**src/rtl/hazard_ctrl_if.sv**
```systemverilog
`default_nettype none
// ============================================================================
// Module      : hazard_ctrl_if
// Description : Pipeline-side bundle for the hazard/stall controller. It carries
//               the ID/EX hazard operands, the MEM handshake and the stall outputs.
// Revision    : 1.0 - initial release
// ============================================================================
interface hazard_ctrl_if;
    logic [4:0]  id_rs1_i;
    logic [4:0]  id_rs2_i;
    logic        id_rs1_use_i;
    logic        id_rs2_use_i;
    logic        ex_memread_i;
    logic [4:0]  ex_rd_i;
    logic        mem_req_i;
    logic        mem_ack_i;
    logic        hd_o;
    logic        bubble_o;
    logic        freeze_o;
    logic        err_o;
    logic [31:0] stall_cnt_o;

    // Controller side
    modport slave (
        input  id_rs1_i, id_rs2_i, id_rs1_use_i, id_rs2_use_i,
        input  ex_memread_i, ex_rd_i, mem_req_i, mem_ack_i,
        output hd_o, bubble_o, freeze_o, err_o, stall_cnt_o
    );

    // Pipeline side
    modport master (
        output id_rs1_i, id_rs2_i, id_rs1_use_i, id_rs2_use_i,
        output ex_memread_i, ex_rd_i, mem_req_i, mem_ack_i,
        input  hd_o, bubble_o, freeze_o, err_o, stall_cnt_o
    );
endinterface
`default_nettype wire

```
**src/rtl/hazard_ctrl.sv**
```systemverilog
`default_nettype none
// ============================================================================
// Module      : hazard_ctrl
// Description : Load-use hazard detection plus a memory wait-state FSM that
//               freezes the pipe, times out into a sticky error and counts stalls.
// Revision    : 1.0 - initial release
// ============================================================================
module hazard_ctrl #(
    parameter int TIMEOUT = 16
) (
    input  wire logic    clk_i,
    input  wire logic    rst_n_i,
    input  wire logic    start_i,
    hazard_ctrl_if.slave bus
);

    localparam logic [1:0]  c_S_IDLE    = 2'd0;
    localparam logic [1:0]  c_S_WAIT    = 2'd1;
    localparam logic [1:0]  c_S_ERR     = 2'd2;
    localparam logic [7:0]  c_WAIT_LAST = 8'(TIMEOUT - 1);
    localparam logic [31:0] c_CNT_MAX   = 32'hFFFF_FFFF;

    logic [1:0]  r_state;
    logic [1:0]  w_state_nxt;
    logic [7:0]  r_wait_cnt;
    logic [7:0]  w_wait_cnt_nxt;
    logic        r_err;
    logic        w_err_nxt;
    logic [31:0] r_stall_cnt;
    logic [31:0] w_stall_cnt_nxt;

    logic        w_rs1_hit;
    logic        w_rs2_hit;
    logic        w_lu;
    logic        w_freeze_raw;
    logic        w_freeze;
    logic        w_hd;
    logic        w_bubble;

    always_comb begin
        w_rs1_hit = bus.id_rs1_use_i && (bus.id_rs1_i == bus.ex_rd_i);
        w_rs2_hit = bus.id_rs2_use_i && (bus.id_rs2_i == bus.ex_rd_i);
        w_lu      = bus.ex_memread_i && (bus.ex_rd_i != 5'd0) && (w_rs1_hit || w_rs2_hit);
    end

    // A request acked in its own cycle never freezes; in WAIT the request is implied.
    always_comb begin
        w_freeze_raw = 1'b0;
        case (r_state)
            c_S_IDLE: w_freeze_raw = bus.mem_req_i && !bus.mem_ack_i;
            c_S_WAIT: w_freeze_raw = !bus.mem_ack_i;
            c_S_ERR:  w_freeze_raw = 1'b1;
            default:  w_freeze_raw = 1'b0;
        endcase
    end

    always_comb begin
        w_freeze = start_i && w_freeze_raw;
        w_hd     = start_i && (w_freeze_raw || (w_lu && (r_state != c_S_ERR)));
        w_bubble = start_i && w_lu && !w_freeze_raw;
    end

    always_comb begin
        w_state_nxt     = r_state;
        w_wait_cnt_nxt  = r_wait_cnt;
        w_err_nxt       = r_err;
        w_stall_cnt_nxt = r_stall_cnt;
        if (!start_i) begin
            w_state_nxt     = c_S_IDLE;
            w_wait_cnt_nxt  = 8'd0;
            w_err_nxt       = 1'b0;
            w_stall_cnt_nxt = 32'd0;
        end else begin
            if (w_hd && (r_stall_cnt != c_CNT_MAX)) begin
                w_stall_cnt_nxt = r_stall_cnt + 32'd1;
            end
            case (r_state)
                c_S_IDLE: begin
                    if (bus.mem_req_i && !bus.mem_ack_i) begin
                        w_state_nxt    = c_S_WAIT;
                        w_wait_cnt_nxt = 8'd1;
                    end else begin
                        w_wait_cnt_nxt = 8'd0;
                    end
                end
                c_S_WAIT: begin
                    if (bus.mem_ack_i) begin
                        w_state_nxt    = c_S_IDLE;
                        w_wait_cnt_nxt = 8'd0;
                    end else if (r_wait_cnt == c_WAIT_LAST) begin
                        w_state_nxt = c_S_ERR;
                        w_err_nxt   = 1'b1;
                    end else begin
                        w_wait_cnt_nxt = r_wait_cnt + 8'd1;
                    end
                end
                c_S_ERR: begin
                    w_state_nxt = c_S_ERR;
                end
                default: begin
                    w_state_nxt    = c_S_IDLE;
                    w_wait_cnt_nxt = 8'd0;
                end
            endcase
        end
    end

    always_ff @(posedge clk_i or negedge rst_n_i) begin
        if (!rst_n_i) begin
            r_state     <= c_S_IDLE;
            r_wait_cnt  <= 8'd0;
            r_err       <= 1'b0;
            r_stall_cnt <= 32'd0;
        end else begin
            r_state     <= w_state_nxt;
            r_wait_cnt  <= w_wait_cnt_nxt;
            r_err       <= w_err_nxt;
            r_stall_cnt <= w_stall_cnt_nxt;
        end
    end

    assign bus.hd_o        = w_hd;
    assign bus.bubble_o    = w_bubble;
    assign bus.freeze_o    = w_freeze;
    assign bus.err_o       = r_err;
    assign bus.stall_cnt_o = r_stall_cnt;

endmodule
`default_nettype wire

```
**src/flat_wrapper.sv**
```systemverilog
// flat-port wrapper written by rule: the top's interface ports become plain ports
module hazard_ctrl_flat 
#(
    parameter int TIMEOUT = 16
)
  (clk_i, rst_n_i, start_i, bus_id_rs1_i, bus_id_rs2_i, bus_id_rs1_use_i, bus_id_rs2_use_i, bus_ex_memread_i, bus_ex_rd_i, bus_mem_req_i, bus_mem_ack_i, bus_hd_o, bus_bubble_o, bus_freeze_o, bus_err_o, bus_stall_cnt_o);
  hazard_ctrl_if bus_i ();
  input  wire logic clk_i;
  input  wire logic rst_n_i;
  input  wire logic start_i;
  input wire logic [$bits(bus_i.id_rs1_i)-1:0] bus_id_rs1_i;
  input wire logic [$bits(bus_i.id_rs2_i)-1:0] bus_id_rs2_i;
  input wire logic [$bits(bus_i.id_rs1_use_i)-1:0] bus_id_rs1_use_i;
  input wire logic [$bits(bus_i.id_rs2_use_i)-1:0] bus_id_rs2_use_i;
  input wire logic [$bits(bus_i.ex_memread_i)-1:0] bus_ex_memread_i;
  input wire logic [$bits(bus_i.ex_rd_i)-1:0] bus_ex_rd_i;
  input wire logic [$bits(bus_i.mem_req_i)-1:0] bus_mem_req_i;
  input wire logic [$bits(bus_i.mem_ack_i)-1:0] bus_mem_ack_i;
  output wire logic [$bits(bus_i.hd_o)-1:0] bus_hd_o;
  output wire logic [$bits(bus_i.bubble_o)-1:0] bus_bubble_o;
  output wire logic [$bits(bus_i.freeze_o)-1:0] bus_freeze_o;
  output wire logic [$bits(bus_i.err_o)-1:0] bus_err_o;
  output wire logic [$bits(bus_i.stall_cnt_o)-1:0] bus_stall_cnt_o;
  assign bus_i.id_rs1_i = bus_id_rs1_i;
  assign bus_i.id_rs2_i = bus_id_rs2_i;
  assign bus_i.id_rs1_use_i = bus_id_rs1_use_i;
  assign bus_i.id_rs2_use_i = bus_id_rs2_use_i;
  assign bus_i.ex_memread_i = bus_ex_memread_i;
  assign bus_i.ex_rd_i = bus_ex_rd_i;
  assign bus_i.mem_req_i = bus_mem_req_i;
  assign bus_i.mem_ack_i = bus_mem_ack_i;
  assign bus_hd_o = bus_i.hd_o;
  assign bus_bubble_o = bus_i.bubble_o;
  assign bus_freeze_o = bus_i.freeze_o;
  assign bus_err_o = bus_i.err_o;
  assign bus_stall_cnt_o = bus_i.stall_cnt_o;
  hazard_ctrl #(.TIMEOUT(TIMEOUT)) u_core (.clk_i(clk_i), .rst_n_i(rst_n_i), .start_i(start_i), .bus(bus_i));
endmodule
```
**config.mk**
```make
export PLATFORM = sky130hd
export DESIGN_NAME = hazard_ctrl_flat
export DESIGN_NICKNAME = d
export VERILOG_FILES = /design/src/rtl/hazard_ctrl_if.sv /design/src/rtl/hazard_ctrl.sv /design/src/flat_wrapper.sv
export SDC_FILE = /design/constraint.sdc
export NUM_CORES = 1
export LEC_CHECK = 0
export CAP_MARGIN = 15
export CORE_ASPECT_RATIO = 1.75
export CORE_MARGIN = 3
export CORE_UTILIZATION = 54
export CTS_CLUSTER_DIAMETER = 120
export CTS_CLUSTER_SIZE = 8
export DETAILED_ROUTE_END_ITERATION = 16
export PLACE_DENSITY = 0.95
export RECOVER_POWER = 100
export SLEW_MARGIN = 20
export SYNTH_ARGS = -nofsm -noshare
export SYNTH_HDL_FRONTEND = slang
export SYNTH_SLANG_ARGS = --single-unit
```
**constraint.sdc**
```tcl
create_clock -name clk_i -period 3.89 [get_ports clk_i]
set_input_delay 0.389 -clock clk_i [delete_from_list [all_inputs] [get_ports clk_i]]
set_output_delay 0.389 -clock clk_i [all_outputs]
set_load 0.01 [all_outputs]
```
==> results.yml, run 1 <==
status:
  outcome: "finished with violations"
  violations: "max-capacitance violations, max-slew violations"
critical_path:
  slowest_stage: "a31oi_1"
  path_delay_family: "buffers and inverters"
  critical_path_peak_fanout: 15
  critPathMaxStageDelay_ns: 0.74
  worstPathArrival_ns: 3.06
  cp-end-kind: "output pin"
  cp.required_ns: 3.50
  crit_type: "primary input to output pin"
  crit_chain: "dlygate4sd3_1 -> or3_1 -> o311a_1 -> a31oi_1 -> inv_1 -> clkdlybuf4s50_1"
  crit_buf_inv: 3
  start_kind: "primary input"
logic_synthesis:
  netlist.area_leader.share_pct: 43.6
  syn_inst: 276
  async_reset_ff_share_pct: 100
  synth_nets: 301
  syn_area_per_cell_um2: 8.95
  yosys.cell_count.top_type: "dfrtp_1"
  synth.yosys.seq_area_share_pct: 43.6
  synth_seq_cells: 43
  syn_area_um2: 2470
  synth.distinct_cells: 45
  synth_commonest_cells: "43 x dfrtp_1, 30 x nand2_1, 25 x a21oi_1"
  synthFlopType: "dfrtp_1"
  yosysTopAreaCell: "dfrtp_1"
  synth-edff-count: 0
  synth_area_leaders: "dfrtp_1 44%, a21oi_1 5.1%, nand2_1 4.6%"
  yosysWarnings: 0
power:
  vdd.ir_drop.worst_mv: 0.257
  powerDensity_nw_per_um2: 263
  power.total_uw: 825
  leakage_nw: 1.32
die:
  die_w_um: 57.1
  core.rowCount: 31
  core-area_um2: 4270
  die_height_um: 95.5
  ios: 59
  start_util_pct: 57.9
  dieArea_um2: 5450
sta:
  drv_slew: 44
  finClkSkew_ns: 0.00857
  min_period_over_period_pct: 88.7
  max_freq_ghz: 0.290
  finalSetupViolCount: 0
  worst_pin_slew_ns: 2.29
  min_period_ns: 3.45
  finalHoldViolations: 0
  slew_headroom_pct: -52.8
  setup_tns_ns: 0
  rsz0062_at_grt: "false"
clocking:
  path_clk_slew_ns: 0.07
  clock_path_buffers: 2
  insertion_delay_ns: 0.30
  postCtsHoldBufs: 0
  cts_tree: "built"
  clock-root-buffer: "clkbuf_8"
  cts_sinks: 43
  cts_setup_buffers: 0
  cts_resized: 0
  cts_buffers: 5
  cts_max_level: 2
drt:
  first_iter_violations: 102
  routed_wl_um: 6590
  avgViaCountPerCell: 6.42
  drc: 0
  vias: 2440
  ant_nets: 0
  wl_per_cell_um: 17.3
  dr.pass1.iters: 4
placement:
  portBuffers: 58
  gp_congestion: 0.864
  hpwl_um: 4730
global_route:
  grt_use_total_pct: 25.3
  grt_max_degree: 44
  grt_first_pass_wirelength_um: 11000
  grt-ovfl-total: 0
  grt_pass1_vias: 2457
  antenna_found_initial: 0
cells_and_area:
  num_antenna_cells: 0
  nNetsFinal: 356
  postLayoutCoreUtil_pct: 73.6
  drive_above_1_share_pct: 3.93
  fill_cells: 305
  area_growth_syn_to_layout_pct: 27.2
worst_hold_path:
  hold_class: "flop to flop"
run:
  maxCapViolCount: 1
## worst register-to-register path, cell delays in order, from the launching register on
cell and delay, ns:
dfrtp_1 0.50, nor2_1 0.11, o31ai_1 0.44, a222oi_1 0.22, or3_1 0.79, or4_1 0.65, a21oi_1 0.18
## power breakdown
part           internal [mW]  leakage (nW)  switching [mW]
logic                 0.0356         0.678          0.0434
clock network          0.139        0.0470           0.153
registers              0.449         0.599         0.00423
## final timing paths
check / start / to / slack, ns / depth (start not counted)
worst max-delay path: bus_ex_rd_i[0] / bus_hd_o / 0.44 / 6
worst max register to register: u_core.r_state[0] / u_core.bus.stall_cnt_o[17] / 0.93 / 6
max in group asynchronous: rst_n_i / u_core.r_state[0] / 1.82 / 1
worst min-delay path: u_core.bus.err_o / u_core.bus.err_o / 0.53 / 2
worst min register to register: u_core.bus.err_o / u_core.bus.err_o / 0.53 / 2
min in group asynchronous: rst_n_i / u_core.bus.stall_cnt_o[14] / 0.76 / 1
## per-layer routing
metal	up-vias	wire length (µm)	share of wire, %	global-route usage (%)
met1	1176	2280	35	25.7
met3	22	317	4.8	4.07
met5	-	0	0	0
li1	1150	-	-	-
met4	0	210	3.2	11.2
met2	92	3780	57	49.1
## cell type report
type | instances | area, µm² | area share (%)
clock inverter | 1 | 5.00 | 0.159
multi-input combinational | 212 | 1290 | 41.2
sequential | 43 | 1080 | 34.3
timing repair buffer | 60 | 589 | 18.8
tap | 49 | 61.3 | 1.95
clock buffer | 6 | 82.6 | 2.63
inverter | 9 | 33.8 | 1.08
## sequential cells by signal, summed over array words and instances (netlist names)
name                    count
u_core.bus.err_o            1
u_core.bus.stall_cnt_o     32
u_core.r_state              2
u_core.r_wait_cnt           8
## cells by family after synthesis
logic type	after synthesis	synth area share (%)
multiplexers	3	1.22
AND/OR/NAND/NOR	117	26.2
flip-flops	43	43.6
buffers and inverters	21	3.65
AO/OA/AOI/OAI	78	20.1
adder cells (fa/ha/maj)	2	1.01
XOR/XNOR	12	4.26
## cells in the final DEF, fill, tap and decap left out, types with 4 or more instances in the layout
master	Yosys	layout
inv_1	8	8
o21ai_0	19	19
a21oi_1	25	25
and3_1	7	7
clkdlybuf4s50_1	0	22
nand2_1	30	30
nor4_1	3	4
o31ai_1	15	16
nand4_1	5	5
clkbuf_8	0	6
dlygate4sd3_1	0	35
or3_1	14	14
xor2_1	9	9
nand3_1	13	13
or4_1	13	13
nand2b_1	4	4
dfrtp_1	43	43
nor2_1	14	14
o211ai_1	5	5
## per-stage QoR
step / hold WS (ns) / cells / instance area (µm²) / setup slack, ns
after global placement: 0.484 / 373 / 3070 / 0.639
after global routing: 0.558 / 380 / 3140 / 0.301
after CTS: 0.259 / 380 / 3150 / 0.573
final: 0.530 / 380 / 3140 / 0.441
after detailed placement: 0.511 / 373 / 3070 / 0.579
after floorplan: 0.0934 / 276 / 2470 / 1.73
No activity file was read; power rests on OpenSTA's default activity.
==> inputs of run 2 (changes only) <==
--- a/config.mk
+++ b/config.mk
@@ -15,4 +15,5 @@
 export PLACE_DENSITY = 0.95
 export RECOVER_POWER = 100
+export SETUP_SLACK_MARGIN = 0.2
 export SLEW_MARGIN = 20
 export SYNTH_ARGS = -nofsm -noshare
==> constraint.sdc (replaced) <==
create_clock -name clk_i -period 3.89 [get_ports clk_i]
set_input_delay 0.778 -clock clk_i [delete_from_list [all_inputs] [get_ports clk_i]]
set_output_delay 0.778 -clock clk_i [all_outputs]
set_load 0.01 [all_outputs]
==> results.yml, run 2 (same netlist as run 1, synthesis figures left out) <==
cells_and_area:
  seq_area_um2: 1080
  postLayoutCoreUtil_pct: 74.8
  fill_cells: 331
  layout_common_cells: "43 x dfrtp_1, 34 x dlygate4sd3_1, 30 x nand2_1"
  multi_input_area_um2: 1290
  final_common_cell: "dfrtp_1"
  nNetsFinal: 360
  area_growth_syn_to_layout_pct: 29.1
  drive_above_1_share_pct: 4.46
  largest_reg_flops: 32
  num_antenna_cells: 0
  final_area_um2: 3190
clocking:
  postCtsHoldBufs: 0
  cts_max_level: 2
  path_clk_slew_ns: 0.07
  clock_path_buffers: 2
  clock-root-buffer: "clkbuf_8"
  cts_setup_buffers: 0
  cts_sinks: 43
  cts_tree: "built"
  cts_resized: 0
  insertion_delay_ns: 0.31
  cts_buffers: 5
critical_path:
  crit_type: "primary input to output pin"
  start_kind: "primary input"
  cp-end-kind: "output pin"
  critical_path_peak_fanout: 3
  slowest_stage: "clkdlybuf4s50_1"
  crit_buf_inv: 3
  critPathMaxStageDelay_ns: 0.52
  worstPathArrival_ns: 2.78
  cp.required_ns: 3.11
  crit_top_cell: "clkdlybuf4s50_1"
  path_delay_family: "buffers and inverters"
  crit_chain: "clkdlybuf4s50_1 -> xor2_1 -> nor4_1 -> a22o_1 -> a31oi_1 -> inv_1 -> clkdlybuf4s50_1"
drt:
  vias: 2467
  ant_nets: 0
  routed_wl_um: 6620
  first_iter_violations: 86
  drc: 0
  dr.pass1.iters: 5
  avgViaCountPerCell: 6.41
  wl_per_cell_um: 17.2
sta:
  finalHoldViolations: 0
  drv_slew: 44
  finClkSkew_ns: 0.00955
  min_period_ns: 3.55
  rsz0062_at_grt: "false"
  finalSetupViolCount: 0
  slew_headroom_pct: -51.4
  min_period_over_period_pct: 91.4
  max_freq_ghz: 0.281
  setup_tns_ns: 0
  worst_pin_slew_ns: 2.27
  hold_ws_ns: 0.534
die:
  dieArea_um2: 5450
  die_height_um: 95.5
  ios: 59
  core-area_um2: 4270
  core.rowCount: 31
  start_util_pct: 57.9
  die_w_um: 57.1
placement:
  portBuffers: 58
  placed_area_um2: 3100
  gp_congestion: 0.845
  hpwl_um: 4760
worst_hold_path:
  hold_class: "flop to flop"
run:
  maxCapViolCount: 1
power:
  vdd.ir_drop.worst_mv: 0.309
  leakage_nw: 1.35
  powerDensity_nw_per_um2: 283
status:
  violations: "max-capacitance violations, max-slew violations"
  outcome: "finished with violations"
global_route:
  grt_first_pass_wirelength_um: 11100
  grt_use_total_pct: 26.1
  antenna_found_initial: 0
  grt_max_degree: 44
  grt-ovfl-total: 0
  grt_pass1_vias: 2379
## run 2: worst register-to-register path: stages, from the launching register on
cell and delay (ns):
dfrtp_1 0.44, nand4_1 0.24, nor3_1 0.46, nor4b_1 0.45, or3_1 0.75, clkbuf_1 0.28, nor2_1 0.06, a31o_2 0.21
## run 2: where the power goes
part           internal, mW  switching, mW
Sequential            0.449        0.00415
Combinational        0.0370         0.0444
Clock                 0.208          0.159
## run 2: area by class of cell
type / count / area share [%]
clock inverters: 2 / 1.10
inverters: 9 / 1.06
well taps: 49 / 1.92
repair buffers: 64 / 19.1
flip-flops and latches: 43 / 33.7
clock buffers: 6 / 2.59
multi-input cells: 212 / 40.5
## run 2: metrics by stage
stage	cells	setup WS, ns	power (mW)
floorplan	276	1.01	0.497
global placement	377	0.379	0.544
detailed placement	377	0.362	0.546
CTS	385	0.359	0.911
global route	385	0.168	0.934
finish	385	0.335	0.901
## run 2: path summary, 6_finish.rpt
kind	start	slack [ns]	end	cells past startpoint
max	bus_ex_rd_i[3]	0.34	bus_hd_o	7
min	u_core.bus.err_o	0.53	u_core.bus.err_o	2
max reg2reg	u_core.bus.stall_cnt_o[21]	0.90	u_core.bus.stall_cnt_o[1]	7
min reg2reg	u_core.bus.err_o	0.53	u_core.bus.err_o	2
max in group asynchronous	rst_n_i	1.45	u_core.bus.stall_cnt_o[8]	1
min in group asynchronous	rst_n_i	1.13	u_core.bus.stall_cnt_o[14]	1
## run 2: routing by layer
metal | global-route usage, % | wire [µm] | up-vias
li1 | - | - | 1150
met1 | 28.5 | 2360 | 1203
met2 | 47.3 | 3790 | 92
met3 | 4.20 | 267 | 22
met4 | 13.7 | 213 | 0
met5 | 0 | 0 | -
==> inputs of run 3 (changes only) <==
Settings changed: CORE_ASPECT_RATIO 1.75 to unset.
==> results.yml, run 3 (same netlist as run 1, synthesis figures left out) <==
drt:
  drc: 0
  first_iter_violations: 281
  avgViaCountPerCell: 6.29
  ant_nets: 0
  routed_wl_um: 6350
  dr.pass1.iters: 5
  vias: 2420
  wl_per_cell_um: 16.5
power:
  intPower_uw: 647
  swShare_pct: 24.2
  p_sw_uw: 207
  power.total_uw: 853
  seq_power_share_pct: 53.1
  clkPwrFrac_pct: 37.5
  powerDensity_nw_per_um2: 269
  leakage_nw: 1.33
  combPwrFrac_pct: 9.4
  vdd.ir_drop.worst_mv: 0.221
critical_path:
  crit_type: "primary input to output pin"
  path_delay_family: "buffers and inverters"
  critPathMaxStageDelay_ns: 0.61
  slowest_stage: "dlygate4sd3_1"
  crit_chain: "clkdlybuf4s50_1 -> xor2_1 -> nor4_1 -> a22o_1 -> and3b_1 -> dlygate4sd3_1"
  start_kind: "primary input"
  cp.required_ns: 3.11
  critical_path_peak_fanout: 3
  crit_buf_inv: 2
  rrSetupSlack_ns: 0.76
  worstPathArrival_ns: 2.93
  cp-end-kind: "output pin"
clocking:
  insertion_delay_ns: 0.30
  cts_setup_buffers: 0
  cts_tree: "built"
  path_clk_slew_ns: 0.08
  cts_sinks: 43
  postCtsHoldBufs: 0
  cts_resized: 0
  clock_path_buffers: 2
  cts_max_level: 2
  cts_buffers: 5
  clock-root-buffer: "clkbuf_8"
die:
  core-area_um2: 4200
  ios: 59
  start_util_pct: 58.8
  dieArea_um2: 5420
  die_w_um: 73.6
  core.rowCount: 23
  die_height_um: 73.6
global_route:
  grt-ovfl-total: 0
  grt_max_degree: 44
  grt_first_pass_wirelength_um: 10900
  grt_pass1_vias: 2365
  grt_use_total_pct: 25.3
  antenna_found_initial: 0
worst_hold_path:
  hold_class: "flop to flop"
cells_and_area:
  drive_above_1_share_pct: 4.48
  num_antenna_cells: 0
  layout_common_cells: "43 x dfrtp_1, 36 x dlygate4sd3_1, 30 x nand2_1"
  largest_reg_flops: 32
  nNetsFinal: 359
  final_common_cell: "dfrtp_1"
  area_growth_syn_to_layout_pct: 28.6
sta:
  worst_pin_slew_ns: 2.31
  drv_slew: 44
  finalSetupViolCount: 0
  finClkSkew_ns: 0.0124
  slew_headroom_pct: -53.8
  min_period_ns: 3.71
  max_freq_ghz: 0.270
  setup_tns_ns: 0
  rsz0062_at_grt: "false"
  finalHoldViolations: 0
  min_period_over_period_pct: 95.3
placement:
  portBuffers: 58
  gp_congestion: 0.843
  hpwl_um: 4570
status:
  violations: "max-capacitance violations, max-slew violations"
  outcome: "finished with violations"
run:
  maxCapViolCount: 1
run 3: cell types whose count changed in the layout (fill, tap and decap cells not counted), sizes merged:
cell,before,now
clkbuf,10,11
clkinvlp,0,1
clkdlybuf4s50,23,21
clkinv,2,1
dlygate4sd3,34,36
bufinv,1,0
buf,3,2
run 3: metal layers:
layer	vias up	wire length, µm	share of wire [%]	track usage [%]
met1	1156	2590	41	32.2
met2	98	3240	51	43.3
met4	0	54	0.85	7.65
li1	1160	-	-	-
met5	-	0	0	0
met3	6	462	7.3	4.65
run 3: metrics by stage:
stage / hold WS (ns) / instances / worst slack (ns) / util (%) / instance area, µm²
2_1_floorplan: 0.465 / 276 / 1.01 / - / 2470
3_3_place_gp: 0.491 / 377 / 0.314 / 73.5 / 3090
5_1_grt: 0.541 / 385 / 0.157 / 75.6 / 3180
3_5_place_dp: 0.487 / 377 / 0.257 / 73.5 / 3090
6_report: 0.516 / 385 / 0.181 / 75.6 / 3180
4_1_cts: 0.523 / 385 / 0.254 / 76.0 / 3190
run 3: final cells by class:
cell class              instances  area, µm²
clock buffers                   7       96.3
repair buffers                 63        601
fillers                       307       1030
flip-flops and latches         43       1080
inverters                       9       33.8
clock inverters                 1       7.51
well taps                      50       62.6
multi-input cells             212       1300
run 3: worst reg2reg max path, cell delays in order (launching register included):
cell	delay, ns
dfrtp_1	0.44
nand4_1	0.26
nor3_1	0.48
nor4b_1	0.37
or3_1	0.49
clkbuf_1	0.50
buf_4	0.27
o211ai_1	0.10
o31ai_1	0.11
run 3: final timing paths:
check                                           start                    endpoint  cells after the start
setup / recovery                       bus_ex_rd_i[3]                bus_bubble_o                      6
max in group asynchronous                     rst_n_i  u_core.bus.stall_cnt_o[12]                      1
min in group asynchronous                     rst_n_i  u_core.bus.stall_cnt_o[19]                      1
hold / removal                       u_core.bus.err_o            u_core.bus.err_o                      2
setup reg to reg           u_core.bus.stall_cnt_o[20]   u_core.bus.stall_cnt_o[3]                      8
hold reg to reg                      u_core.bus.err_o            u_core.bus.err_o                      2
run 3: power groups by stage:
stage | combinational (mW) | sequential [mW] | clock (mW)
after floorplan | 0.0364 | 0.461 | 0
after global placement | 0.0814 | 0.462 | 0
after detailed placement | 0.0838 | 0.462 | 0
after CTS | 0.0839 | 0.453 | 0.322
after global routing | 0.0883 | 0.454 | 0.340
final | 0.0803 | 0.453 | 0.320
